**src/rtl/lsu_ctrl_if.sv**
```systemverilog
// lsu_ctrl_if: request/response handshakes and the data memory port of the
// load/store controller, bundled so the controller and its environment
// connect through a single port.
//   master : execute stage, writeback consumer and data memory (environment)
//   slave  : lsu_ctrl
interface lsu_ctrl_if;
    // execute-stage request
    logic        req_valid;
    logic        req_ready;
    logic [1:0]  req_op;
    logic [1:0]  req_size;
    logic        req_unsigned;
    logic [31:0] req_addr;
    logic [31:0] req_wdata;

    // writeback response
    logic        resp_valid;
    logic        resp_ready;
    logic [31:0] resp_data;
    logic        resp_err;

    // data memory port
    logic [31:0] Address;
    logic [31:0] write_data;
    logic        MemRead;
    logic        memWrite;
    logic [31:0] read_data;

    modport master (
        output req_valid, req_op, req_size, req_unsigned, req_addr, req_wdata,
        output resp_ready, read_data,
        input  req_ready, resp_valid, resp_data, resp_err,
        input  Address, write_data, MemRead, memWrite
    );

    modport slave (
        input  req_valid, req_op, req_size, req_unsigned, req_addr, req_wdata,
        input  resp_ready, read_data,
        output req_ready, resp_valid, resp_data, resp_err,
        output Address, write_data, MemRead, memWrite
    );
endinterface

```
**src/rtl/lsu_ctrl.sv**
```systemverilog
// lsu_ctrl: single-outstanding load/store controller in front of the data
// memory. Sequences MemRead/memWrite, merges sub-word stores with a
// read-modify-write, and returns aligned, extended load data.
//
// Build option: define LSU_SUBWORD_EN to enable byte/half accesses (lane
// extraction and the RMW path). Without it only aligned word accesses are
// served and any other size is answered with resp_err.
//
// state  | meaning
// -------+------------------------------------------------------------
// IDLE   | req_ready=1, waiting for a request
// RD     | MemRead=1, load word captured at the end of the cycle
// RMW_RD | MemRead=1, old word merged with store lane (sub-word only)
// WR     | memWrite=1 with the full or merged word
// RESP   | resp_valid=1, held until resp_ready
//
// All outputs are registered and set together with the next state, so the
// strobes are a function of the registered state only.
module lsu_ctrl (
    input  logic       clk,
    input  logic       reset,
    lsu_ctrl_if.slave  bus
);

    localparam logic [1:0] OP_NOP   = 2'b00;
    localparam logic [1:0] OP_LOAD  = 2'b01;
    localparam logic [1:0] OP_STORE = 2'b10;
    localparam logic [1:0] OP_RSV   = 2'b11;

    localparam logic [1:0] SZ_BYTE  = 2'b00;
    localparam logic [1:0] SZ_HALF  = 2'b01;
    localparam logic [1:0] SZ_WORD  = 2'b10;

`ifdef LSU_SUBWORD_EN
    typedef enum logic [2:0] {IDLE, RD, RMW_RD, WR, RESP} state_t;
`else
    typedef enum logic [2:0] {IDLE, RD, WR, RESP} state_t;
`endif

    state_t      state;
    logic        req_err;

`ifdef LSU_SUBWORD_EN
    logic [1:0]  size_q;
    logic        uns_q;
    logic [1:0]  lane_q;
    logic [15:0] wdata_lo_q;
    logic [31:0] shifted;
    logic [31:0] load_data;
    logic [31:0] merge_data;
`endif

    // Request legality: reserved encodings and misaligned addresses.
    always_comb begin
        req_err = 1'b0;
        if (bus.req_op == OP_RSV) req_err = 1'b1;
`ifdef LSU_SUBWORD_EN
        case (bus.req_size)
            SZ_BYTE: ;
            SZ_HALF: if (bus.req_addr[0]) req_err = 1'b1;
            SZ_WORD: if (bus.req_addr[1:0] != 2'b00) req_err = 1'b1;
            default: req_err = 1'b1;
        endcase
`else
        if (bus.req_size != SZ_WORD || bus.req_addr[1:0] != 2'b00) req_err = 1'b1;
`endif
    end

`ifdef LSU_SUBWORD_EN
    // Load lane extraction: shift the addressed lane to bit 0, then extend.
    always_comb begin
        shifted = bus.read_data >> {lane_q, 3'b000};
        case (size_q)
            SZ_BYTE: load_data = uns_q ? {24'h0, shifted[7:0]}
                                       : {{24{shifted[7]}}, shifted[7:0]};
            SZ_HALF: load_data = uns_q ? {16'h0, shifted[15:0]}
                                       : {{16{shifted[15]}}, shifted[15:0]};
            default: load_data = bus.read_data;
        endcase
    end

    // Store merge: replace the addressed byte or half of the word just read.
    always_comb begin
        merge_data = bus.read_data;
        if (size_q == SZ_BYTE)
            merge_data[{lane_q, 3'b000} +: 8] = wdata_lo_q[7:0];
        else
            merge_data[{lane_q[1], 4'b0000} +: 16] = wdata_lo_q;
    end
`endif

    // Controller FSM with registered handshake and memory outputs.
    always_ff @(posedge clk) begin
        if (reset) begin
            state          <= IDLE;
            bus.req_ready  <= 1'b1;
            bus.resp_valid <= 1'b0;
            bus.resp_data  <= 32'h0;
            bus.resp_err   <= 1'b0;
            bus.MemRead    <= 1'b0;
            bus.memWrite   <= 1'b0;
            bus.Address    <= 32'h0;
            bus.write_data <= 32'h0;
`ifdef LSU_SUBWORD_EN
            size_q         <= SZ_WORD;
            uns_q          <= 1'b0;
            lane_q         <= 2'b00;
            wdata_lo_q     <= 16'h0;
`endif
        end else begin
            case (state)
                IDLE: begin
                    if (bus.req_valid && bus.req_ready) begin
                        bus.req_ready <= 1'b0;
`ifdef LSU_SUBWORD_EN
                        size_q        <= bus.req_size;
                        uns_q         <= bus.req_unsigned;
                        lane_q        <= bus.req_addr[1:0];
                        wdata_lo_q    <= bus.req_wdata[15:0];
`endif
                        if (req_err) begin
                            state          <= RESP;
                            bus.resp_valid <= 1'b1;
                            bus.resp_err   <= 1'b1;
                            bus.resp_data  <= 32'h0;
                        end else begin
                            case (bus.req_op)
                                OP_LOAD: begin
                                    state       <= RD;
                                    bus.MemRead <= 1'b1;
                                    bus.Address <= {2'b00, bus.req_addr[31:2]};
                                end
                                OP_STORE: begin
                                    bus.Address <= {2'b00, bus.req_addr[31:2]};
`ifdef LSU_SUBWORD_EN
                                    if (bus.req_size == SZ_WORD) begin
                                        state          <= WR;
                                        bus.memWrite   <= 1'b1;
                                        bus.write_data <= bus.req_wdata;
                                    end else begin
                                        state       <= RMW_RD;
                                        bus.MemRead <= 1'b1;
                                    end
`else
                                    state          <= WR;
                                    bus.memWrite   <= 1'b1;
                                    bus.write_data <= bus.req_wdata;
`endif
                                end
                                default: begin
                                    state          <= RESP;
                                    bus.resp_valid <= 1'b1;
                                    bus.resp_err   <= 1'b0;
                                    bus.resp_data  <= 32'h0;
                                end
                            endcase
                        end
                    end
                end
                RD: begin
                    state          <= RESP;
                    bus.MemRead    <= 1'b0;
                    bus.Address    <= 32'h0;
                    bus.resp_valid <= 1'b1;
                    bus.resp_err   <= 1'b0;
`ifdef LSU_SUBWORD_EN
                    bus.resp_data  <= load_data;
`else
                    bus.resp_data  <= bus.read_data;
`endif
                end
`ifdef LSU_SUBWORD_EN
                RMW_RD: begin
                    state          <= WR;
                    bus.MemRead    <= 1'b0;
                    bus.memWrite   <= 1'b1;
                    bus.write_data <= merge_data;
                end
`endif
                WR: begin
                    state          <= RESP;
                    bus.memWrite   <= 1'b0;
                    bus.Address    <= 32'h0;
                    bus.write_data <= 32'h0;
                    bus.resp_valid <= 1'b1;
                    bus.resp_err   <= 1'b0;
                    bus.resp_data  <= 32'h0;
                end
                RESP: begin
                    if (bus.resp_ready) begin
                        state          <= IDLE;
                        bus.resp_valid <= 1'b0;
                        bus.resp_data  <= 32'h0;
                        bus.resp_err   <= 1'b0;
                        bus.req_ready  <= 1'b1;
                    end
                end
                default: begin
                    state          <= IDLE;
                    bus.req_ready  <= 1'b1;
                    bus.resp_valid <= 1'b0;
                    bus.resp_data  <= 32'h0;
                    bus.resp_err   <= 1'b0;
                    bus.MemRead    <= 1'b0;
                    bus.memWrite   <= 1'b0;
                    bus.Address    <= 32'h0;
                    bus.write_data <= 32'h0;
                end
            endcase
        end
    end

endmodule

```
**src/flat_wrapper.sv**
```systemverilog
// flat-port wrapper written by rule: the top's interface ports become plain ports
module lsu_ctrl_flat 
  (clk, reset, bus_req_valid, bus_req_op, bus_req_size, bus_req_unsigned, bus_req_addr, bus_req_wdata, bus_resp_ready, bus_read_data, bus_req_ready, bus_resp_valid, bus_resp_data, bus_resp_err, bus_Address, bus_write_data, bus_MemRead, bus_memWrite);
  lsu_ctrl_if bus_i ();
  input  logic clk;
  input  logic reset;
  input wire logic [$bits(bus_i.req_valid)-1:0] bus_req_valid;
  input wire logic [$bits(bus_i.req_op)-1:0] bus_req_op;
  input wire logic [$bits(bus_i.req_size)-1:0] bus_req_size;
  input wire logic [$bits(bus_i.req_unsigned)-1:0] bus_req_unsigned;
  input wire logic [$bits(bus_i.req_addr)-1:0] bus_req_addr;
  input wire logic [$bits(bus_i.req_wdata)-1:0] bus_req_wdata;
  input wire logic [$bits(bus_i.resp_ready)-1:0] bus_resp_ready;
  input wire logic [$bits(bus_i.read_data)-1:0] bus_read_data;
  output wire logic [$bits(bus_i.req_ready)-1:0] bus_req_ready;
  output wire logic [$bits(bus_i.resp_valid)-1:0] bus_resp_valid;
  output wire logic [$bits(bus_i.resp_data)-1:0] bus_resp_data;
  output wire logic [$bits(bus_i.resp_err)-1:0] bus_resp_err;
  output wire logic [$bits(bus_i.Address)-1:0] bus_Address;
  output wire logic [$bits(bus_i.write_data)-1:0] bus_write_data;
  output wire logic [$bits(bus_i.MemRead)-1:0] bus_MemRead;
  output wire logic [$bits(bus_i.memWrite)-1:0] bus_memWrite;
  assign bus_i.req_valid = bus_req_valid;
  assign bus_i.req_op = bus_req_op;
  assign bus_i.req_size = bus_req_size;
  assign bus_i.req_unsigned = bus_req_unsigned;
  assign bus_i.req_addr = bus_req_addr;
  assign bus_i.req_wdata = bus_req_wdata;
  assign bus_i.resp_ready = bus_resp_ready;
  assign bus_i.read_data = bus_read_data;
  assign bus_req_ready = bus_i.req_ready;
  assign bus_resp_valid = bus_i.resp_valid;
  assign bus_resp_data = bus_i.resp_data;
  assign bus_resp_err = bus_i.resp_err;
  assign bus_Address = bus_i.Address;
  assign bus_write_data = bus_i.write_data;
  assign bus_MemRead = bus_i.MemRead;
  assign bus_memWrite = bus_i.memWrite;
  lsu_ctrl u_core (.clk(clk), .reset(reset), .bus(bus_i));
endmodule
```
**config.mk**
```make
export PLATFORM = sky130hd
export DESIGN_NAME = lsu_ctrl_flat
export DESIGN_NICKNAME = d
export VERILOG_FILES = /design/src/rtl/lsu_ctrl_if.sv /design/src/rtl/lsu_ctrl.sv /design/src/flat_wrapper.sv
export SDC_FILE = /design/constraint.sdc
export NUM_CORES = 1
export LEC_CHECK = 0
export CORE_AREA = 2 2 122 124
export CTS_CLUSTER_DIAMETER = 120
export DETAILED_ROUTE_END_ITERATION = 16
export DIE_AREA = 0 0 124 126
export HOLD_SLACK_MARGIN = 0.1
export MAX_ROUTING_LAYER = met4
export PLACE_DENSITY_LB_ADDON = 0.2
export SLEW_MARGIN = 10
export SYNTH_ARGS = -nofsm -noshare
export SYNTH_HDL_FRONTEND = slang
export SYNTH_SLANG_ARGS = --single-unit
```
**constraint.sdc**
```tcl
create_clock -name clk -period 5.24 [get_ports clk]
set_input_delay 0.524 -clock clk [delete_from_list [all_inputs] [get_ports clk]]
set_output_delay 0.524 -clock clk [all_outputs]
set_load 0.02 [all_outputs]
```
**Word level (Yosys, flattened, before mapping)**

Index checks and enable logic that the tools add are counted.

- Register bits after elaboration: 104
- Bits in latches: 0
- Bits in writable memories: 0
- Bits in read-only memories: 0
- Output and inout bits: 101
- Word-level logic and storage cells: 81
- Memories kept: 0

- $add $sub $neg: 0
- $mul: 0
- Div/mod/pow operators: 0
- Magnitude comparators: 0
- Equal/unequal tests: 14
- Shift operators: 0
- Mux-type cells: 40
- Bitwise operators: 4
- Reduce and logical (&&, ||, !) cells: 14

Operators with widths:

| cell | number |
|---|---|
| 32-bit 2-to-1 mux | 10 |
| 32-bit case mux with 2 select lines | 2 |
| 32-bit case mux with 3 select lines | 1 |
| 1-bit 2-to-1 mux | 17 |
| 2-bit inequality test, second input constant | 6 |
| 4-bit AND reduction | 3 |
| 3-bit 2-to-1 mux | 3 |
| 3-bit case mux with 3 select lines | 1 |
| 2-bit OR reduction | 4 |
| 3-bit by 2-bit equality test with 1-bit output, second input constant | 2 |
| 1-bit case mux with 2 select lines | 3 |
| 1-bit case mux with 3 select lines | 2 |
| 3-bit AND reduction | 2 |
| 2-bit equality test, second input constant | 2 |
| 1-bit NOT | 4 |
| 2-bit case mux with 2 select lines | 1 |
| 3-bit by 1-bit equality test with 1-bit output, second input constant | 1 |
| 3-bit logical NOT | 1 |
| 3-bit by 2-bit inequality test with 1-bit output, second input constant | 1 |
| 2-bit by 1-bit equality test with 1-bit output, second input constant | 1 |
| 2-bit by 1-bit inequality test with 1-bit output, second input constant | 1 |
| 2-bit AND reduction | 1 |
| 2-bit nonzero test | 1 |
| 1-bit logical AND | 1 |
| 1-bit logical OR | 1 |

**Logic depth before layout (Yosys ltp)**

Gate-level depths: netlist (run 1).

- Depth after elaboration: 6
- Mapped depth: 8

**Least setup slack after synthesis (run 1)**

No wires, ideal clock.

- Path type: input port to flip-flop
- From: input bus_req_op[0]
- To: register u_core.bus.write_data[0]
- Library setup time: 0.117 ns
- Data arrival time: 2.009 ns
- Slack: 3.114 ns
- Stages on the path: 7
- Path buffers: 2
- Cells stage by stage: ha_1 > or4b_1 > buf_2 > nor3b_2 > o22ai_1 > buf_2 > a22o_1

- Word-level cells in the longest chain between the ends: 5

Ends and longest elaborated chain:

| element | line | text |
|---|---|---|
| from (decl) | flat_wrapper.sv:8 | `input wire logic [$bits(bus_i.req_op)-1:0] bus_req_op;` |
| 2-bit equality test | lsu_ctrl.sv:56 | `if (bus.req_op == OP_RSV) req_err = 1'b1;` |
| 1-bit 2-to-1 mux | lsu_ctrl.sv:56 |  |
| 1-bit 2-to-1 mux | lsu_ctrl.sv:65 | `if (bus.req_size != SZ_WORD \|\| bus.req_addr[1:0] != 2'b00) req_err = 1'b1;` |
| 2-bit inequality test (no source line) | - |  |
| 4-bit AND reduction (no source line) * | - |  |
| to (signal assigned) | lsu_ctrl.sv:147 | `bus.write_data <= bus.req_wdata;` |
| to (decl) | lsu_ctrl_if.sv:40 | `output Address, write_data, MemRead, memWrite` |

Mark *: on every way between the ends. The rest lies on a longest branch, timed or not.
A chain may end at the register's enable or synchronous reset.

**Worst setup path after layout (run 1)**

- From: register u_core.state[0]
- To: register u_core.bus.resp_valid

- Word-level cells in the longest chain between the ends: 3

Ends and longest elaborated chain:

| element | line | text |
|---|---|---|
| from (decl) | lsu_ctrl.sv:40 | `state_t state;` |
| from (signal assigned) | lsu_ctrl.sv:95 | `state <= IDLE;` |
| from (signal assigned) | lsu_ctrl.sv:122 | `state <= RESP;` |
| from (signal assigned) | lsu_ctrl.sv:129 | `state <= RD;` |
| 3-bit by 1-bit equality test with 1-bit output (tied with other cells) | lsu_ctrl.sv:111 | `case (state)` |
| 2-bit OR reduction (no source line) (tied with other cells) | - |  |
| 1-bit case mux with 3 select lines or 3-bit AND reduction (tied branches) | - |  |
| to (signal assigned) | lsu_ctrl.sv:97 | `bus.resp_valid <= 1'b0;` |
| to (signal assigned) | lsu_ctrl.sv:123 | `bus.resp_valid <= 1'b1;` |
| to (signal assigned) | lsu_ctrl.sv:152 | `bus.resp_valid <= 1'b1;` |
| to (decl) | lsu_ctrl_if.sv:39 | `output req_ready, resp_valid, resp_data, resp_err,` |

Parallel ways exist; a longest one is shown, timed or not.

==> impl_metrics.csv, run 1 <==
group,metric,value,unit
final_layout,drive_above_1_share,0.0491,
timing,hold_violations,0,
critical_path,critical_path_arrival,3.48,ns
pwr,pwr-share-comb,0.332,
job,drv.max_cap_violation_count,0,
floorplan,core_area,0.0143,mm²
global_route,first_pass_grt_wire_length,19.1,mm
timing,setup_tns,0,ns
clock_tree,post-cts-setup-buffer-count,0,
pwr,power_frac_clock,0.308,
critical_path,critical-path-max-stage-delay,0.81,ns
final_layout,regArea,0.00202,mm²
yosys,share_of_the_yosys_chip_area_belonging_to_registers,0.478,
clock_tree,cts.clk_slew.worst_paths,0.07,ns
final_layout,num-nets-final,741,
clock_tree,post_cts_resized,0,
floorplan,width_of_the_die,124,µm
timing,post-route-min-period,3.25,ns
min_path,hold_path_class,"flop to flop",
floorplan,initial_utilization,0.295,
critical_path,crit_path_max_fanout,68,
yosys,synthArstFlopShare,0,
place,routabilityCongestion,0.722,
critical_path,max_stage_delay_cell_worst_path,"a21o_2",
pwr,share_seq_of_total_power,0.361,
clock_tree,cts_inserted_buffers,9,
yosys,synth-edff-count,0,
critical_path,path_buf_inv,2,
critical_path,worst_setup_path_start_kind,"flop",
pwr,totalPowerFinal,2.37,mW
clock_tree,clock-root-buffer,"clkbuf_16",
route,detail-route-antenna-nets,0,
critical_path,worstSetupPathType,"flop to flop",
pwr,leakage,2.31,nW
critical_path,cpLargestDelayFamily,"compound AO/OA/AOI/OAI gates",
clock_tree,clk_latency,0.35,ns
pwr,internal_power,1.56,mW
global_route,grt_overflow,0,
timing,rsz0062_at_grt,"false",
yosys,postSynthRegisterBits,101,
critical_path,worst-endpoint-required,5.48,ns
route,vias,4013,
timing,max_freq,308,MHz
clock_tree,cts_buffer_depth,2,
place,numPortBuffers,202,
yosys,post-synth-top-area-cell,"dfxtp_1",
pwr,ir_worst_vdd,251,µV
route,wirelength,12.4,mm
timing,timing_worst_slew_pin_value,1.21,ns
pwr,powerDensity,357,mW/mm²
yosys,yosysTopAreaCellShare,0.478,
critical_path,path_cells,"inv_1, ha_2, buf_4, a21boi_0, a21o_1, a21o_2, mux2_2",
route,drt_first_iter_violations,224,
pwr,switchingPower,0.805,mW
clock_tree,clkSinkCount,101,
global_route,grt_start_max_net_pins,74,
yosys,ys_top_cells_by_area,"dfxtp_1 (48%), mux2i_1 (7.6%), a22o_1 (6.6%)",
floorplan,rows,44,
clock_tree,postCtsHoldBufs,0,
global_route,number_of_antenna_violations_at_the_first_check_in_global_routing,1,
floorplan,design.die.area,0.0156,mm²
route,drc,0,
final_layout,nFillCells,1369,
run_status,run_status,"finished, final reports clean",
timing,post-route-period-util,0.620,
floorplan,total_i_o_pin_count,206,
final_layout,layout_commonest_cell,"clkdlybuf4s50_1",
yosys,number_of_distinct_library_cell_variants_in_the_gate_level_netlist_after_synthesis,37,
timing,clock_skew,0.00690,ns
final_layout,synthToLayoutAreaGrowth,56.9,%
clock_tree,htree_levels,3,
place,place_hpwl,8.23,mm
final_layout,multi_input_area,0.00198,mm²
clock_tree,tritoncts,"built",
global_route,grt_pass1_vias,3854,
floorplan,die-height,126,µm
route,route.detailed.wl_per_inst,15.2,µm
route,drt_pass1_iterations,4,
yosys,avgSynthCellArea,9.36,µm²
final_layout,final_cell_mix,"clkdlybuf4s50_1 (201), dfxtp_1 (101), nand2_1 (63)",
yosys,synthesis.instances,452,
pwr,switching_share,0.340,
route,viasPerCell,4.92,
critical_path,worstSetupEndpointType,"flop",
timing,slew_viol_final,0,
timing,slew_headroom,0.190,
timing,setup_viol,0,
global_route,grt.total_usage,0.159,
yosys,mappedNetlistArea,0.00423,mm²
yosys,ys.warnings.count,0,
yosys,ys_dominant_reg_cell,"dfxtp_1",
==> sequential cells by signal (all words and copies together) (netlist names) <==
name and count:
u_core.bus.resp_valid 1, u_core.bus.memWrite 1, u_core.bus.resp_err 1, u_core.bus.write_data 32, u_core.bus.Address 30, u_core.bus.MemRead 1
u_core.bus.resp_data 32, u_core.bus.req_ready 1, u_core.state 2
==> metal layers <==
metal | routed length [µm] | GRT usage | part of all wire
met1 | 5610 | 0.186 | 0.45
met4 | 243 | 0.0588 | 0.020
met5 | 0 | - | 0
met2 | 5560 | 0.250 | 0.45
met3 | 1030 | 0.0543 | 0.083
==> power groups by stage <==
stage	sequential, mW	combinational, mW	clock, mW
after global placement	0.869	0.778	0
final	0.854	0.785	0.728
after detailed placement	0.872	0.790	0
after floorplan	0.927	0.450	0
after global routing	0.861	0.852	0.787
after CTS	0.854	0.793	0.757
==> layout make-up <==
| type | instances | area share |
|---|---|---|
| Antenna cell | 1 | 0.000377 |
| Clock buffer | 11 | 0.0366 |
| Clock inverter | 5 | 0.0124 |
| Inverter | 6 | 0.00339 |
| Multi-Input combinational cell | 301 | 0.298 |
| Sequential cell | 101 | 0.305 |
| Tap cell | 184 | 0.0347 |
| Timing Repair Buffer | 207 | 0.310 |
==> synthesized netlist by cell type (2+ instances only) <==
master    count
a21o_1        2
a21oi_1       3
a22o_1       32
a31oi_1      30
buf_1         6
buf_2        10
buf_4         7
buf_6         3
clkbuf_1     19
dfxtp_1     101
ha_1         10
inv_1         6
mux2i_1      32
nand2_1      63
nand2b_1     33
nand3_1      30
nand4_1      30
nor2_1        6
nor2b_1       3
nor3_1        4
nor4b_1       2
o21ai_0       3
o32ai_1       2
or2_2         2
==> per-stage QoR <==
stage          instance area [µm²]  utilization  instances  worst slack, ns  hold WS [ns]
5_1_grt                       6640        0.464        816             1.67         0.489
6_report                      6640        0.464        816             1.99         0.475
3_3_place_gp                  6310        0.441        799             1.73         0.455
4_1_cts                       6630        0.463        815             1.97         0.479
3_5_place_dp                  6310        0.441        799             1.66         0.458
2_1_floorplan                 4230            -        453             3.11         0.541
==> final timing paths <==
| check | start | endpoint | slack [ns] | depth (start not counted) |
|---|---|---|---|---|
| min reg2reg | u_core.bus.write_data[27]$_SDFFE_PP0P_ | u_core.bus.write_data[27]$_SDFFE_PP0P_ | 0.47 | 1 |
| max reg2reg | u_core.state[0]$_SDFFE_PP0P_ | u_core.bus.resp_valid$_SDFFE_PP0P_ | 1.99 | 7 |
| min | u_core.bus.write_data[27]$_SDFFE_PP0P_ | u_core.bus.write_data[27]$_SDFFE_PP0P_ | 0.47 | 1 |
| max | u_core.state[0]$_SDFFE_PP0P_ | u_core.bus.resp_valid$_SDFFE_PP0P_ | 1.99 | 7 |
==> logic make-up (layout without fill, tap and decap cells) <==
| family | count (synthesis) | in the layout | synth area share |
|---|---|---|---|
| compound gates | 77 | 77 | 0.135 |
| fa+ha+maj | 10 | 10 | 0.0296 |
| buf+inv | 51 | 229 | 0.0598 |
| flops | 101 | 101 | 0.478 |
| mux | 33 | 33 | 0.0784 |
| other cells | 1 | 3 | 0.000887 |
| simple gates | 179 | 179 | 0.219 |
Note: power is estimated with default switching activity, not from simulation.
==> run 2: changes to the inputs <==
clock period = 3.14 ns   (was 5.24 ns; I/O delays follow)
==> impl_metrics.csv, run 2 (synthesis gave the netlist of run 1 again) <==
group,metric,value,unit
critical_path,worst_setup_path_start_kind,"primary input",
final_layout,synthToLayoutAreaGrowth,57.2,%
clock_tree,clock-root-buffer,"clkbuf_16",
critical_path,reg2reg_to,"u_core.bus.write_data[3]$_SDFFE_PP0P_",
clock_tree,post_cts_resized,0,
place,place_hpwl,8.32,mm
clock_tree,post-cts-setup-buffer-count,0,
timing,setup_viol,0,
floorplan,design.die.area,0.0156,mm²
timing,max_freq,417,MHz
place,routabilityCongestion,0.733,
final_layout,final_core_utilization,0.465,
run_status,run_status,"finished, final reports clean",
final_layout,layout_commonest_cell,"clkdlybuf4s50_1",
pwr,powerDensity,569,mW/mm²
clock_tree,htree_levels,3,
pwr,leakage,2.32,nW
critical_path,critical_path.reg2reg.startpoint,"u_core.state[0]$_SDFFE_PP0P_",
final_layout,final_cell_mix,"clkdlybuf4s50_1 (201), dfxtp_1 (101), nand2_1 (63)",
clock_tree,cts.clk_slew.worst_paths,0.07,ns
critical_path,worstSetupEndpointType,"flop",
pwr,totalPowerFinal,3.78,mW
timing,post-route-min-period,2.40,ns
place,numPortBuffers,202,
clock_tree,clk_latency,0.35,ns
place,dpl_worst_slack,0.388,ns
final_layout,reg.largest.list,"u_core.bus.resp_data (32), u_core.bus.write_data (32), u_core.bus.Address (30)",
clock_tree,postCtsHoldBufs,0,
timing,rsz0062_at_grt,"false",
critical_path,critical_path_arrival,2.64,ns
critical_path,worst-endpoint-required,3.38,ns
global_route,first_pass_grt_wire_length,18.6,mm
floorplan,core_area,0.0143,mm²
min_path,whs_path_depth,1,
floorplan,total_i_o_pin_count,206,
job,drv.max_cap_violation_count,0,
critical_path,cell_depth_of_the_worst_flop_to_flop_path,8,
clock_tree,tritoncts,"built",
route,viasPerCell,4.85,
timing,slew_viol_final,0,
clock_tree,cts_inserted_buffers,9,
route,vias,3985,
route,drt_first_iter_violations,167,
timing,post-route-period-util,0.764,
floorplan,width_of_the_die,124,µm
timing,slew_headroom,0.585,
global_route,grt_overflow,0,
clock_tree,clkSinkCount,101,
critical_path,worstSetupPathType,"primary input to flop",
pwr,ir_worst_vdd,272,µV
timing,setup_tns,0,ns
final_layout,drive_above_1_share,0.0566,
route,drt_pass1_iterations,4,
final_layout,nFillCells,1361,
min_path,hold_path_class,"flop to flop",
floorplan,initial_utilization,0.295,
timing,clock_skew,0.00688,ns
final_layout,multi_input_area,0.00198,mm²
timing,hold_violations,0,
min_path,timing.hold.worst.start,"u_core.bus.write_data[25]$_SDFFE_PP0P_",
timing,timing_worst_slew_pin_value,0.623,ns
floorplan,rows,44,
global_route,grt.total_usage,0.155,
global_route,grt_start_max_net_pins,68,
critical_path,crit_path_max_fanout,32,
critical_path,worst-r2r-setup-slack,0.98,ns
min_path,hold_path_end,"u_core.bus.write_data[25]$_SDFFE_PP0P_",
final_layout,num-nets-final,746,
route,detail-route-antenna-nets,0,
route,wirelength,12.2,mm
route,drc,0,
timing,final.setup.worst_slack,0.742,ns
global_route,grt_pass1_vias,3806,
floorplan,die-height,126,µm
clock_tree,cts_buffer_depth,2,
final_layout,regArea,0.00202,mm²
global_route,number_of_antenna_violations_at_the_first_check_in_global_routing,1,
route,route.detailed.wl_per_inst,14.8,µm
## run 2: cell count changes in the layout (fill, tap and decap cells not counted), sizes merged
cell / delta
clkbuf: -1
buf: +5
bufinv: -2
clkinvlp: +2
inv: +1
## run 2: final cells by class
class	instances	area share
Antenna cell	1	0.000376
Timing Repair Buffer	212	0.318
Clock buffer	10	0.0344
Multi-Input combinational cell	301	0.298
Clock inverter	6	0.00696
Sequential cell	101	0.304
Tap cell	184	0.0346
Inverter	6	0.00339
## run 2: report_power, final
group / internal, mW / switching, mW
Combinational: 0.527 / 0.785
Clock: 0.544 / 0.500
Sequential: 1.37 / 0.0530
Total: 2.44 / 1.34
## run 2: stage by stage
step                      hold WS (ns)  cells  instance area, µm²
after floorplan                  0.447    453                4230
after global placement           0.455    804                6370
after detailed placement         0.457    804                6370
after CTS                        0.479    820                6650
after global routing             0.486    821                6650
final                            0.472    821                6650
## run 2: metal layers
layer	up-vias	part of all wire	track usage
li1	1964	-	-
met1	1864	0.45	0.192
met2	148	0.45	0.238
met3	9	0.087	0.0589
met4	0	0.012	0.0416
met5	-	0	-
## run 2: worst max-delay path: stages
cell	delay (ns)
clkdlybuf4s50_1	0.48
ha_1	0.23
or4b_1	0.63
nor3b_2	0.36
o22ai_2	0.13
buf_4	0.25
a22o_1	0.23
## run 2: how the worst max path moves through the flow
stage | from | to | slack [ns] | cells after the start
3_5_place_dp | bus_req_op[1] | u_core.bus.write_data[3]$_SDFFE_PP0P_ | 0.39 | 7
3_3_place_gp | bus_req_op[0] | u_core.bus.write_data[22]$_SDFFE_PP0P_ | 0.46 | 7
5_1_grt | bus_req_op[1] | u_core.bus.write_data[14]$_SDFFE_PP0P_ | 0.66 | 7
6_report | bus_req_op[0] | u_core.bus.write_data[3]$_SDFFE_PP0P_ | 0.74 | 7
2_1_floorplan | bus_req_op[0] | u_core.bus.write_data[0]$_SDFFE_PP0P_ | 1.22 | 7
4_1_cts | bus_req_op[1] | u_core.bus.write_data[3]$_SDFFE_PP0P_ | 0.76 | 7
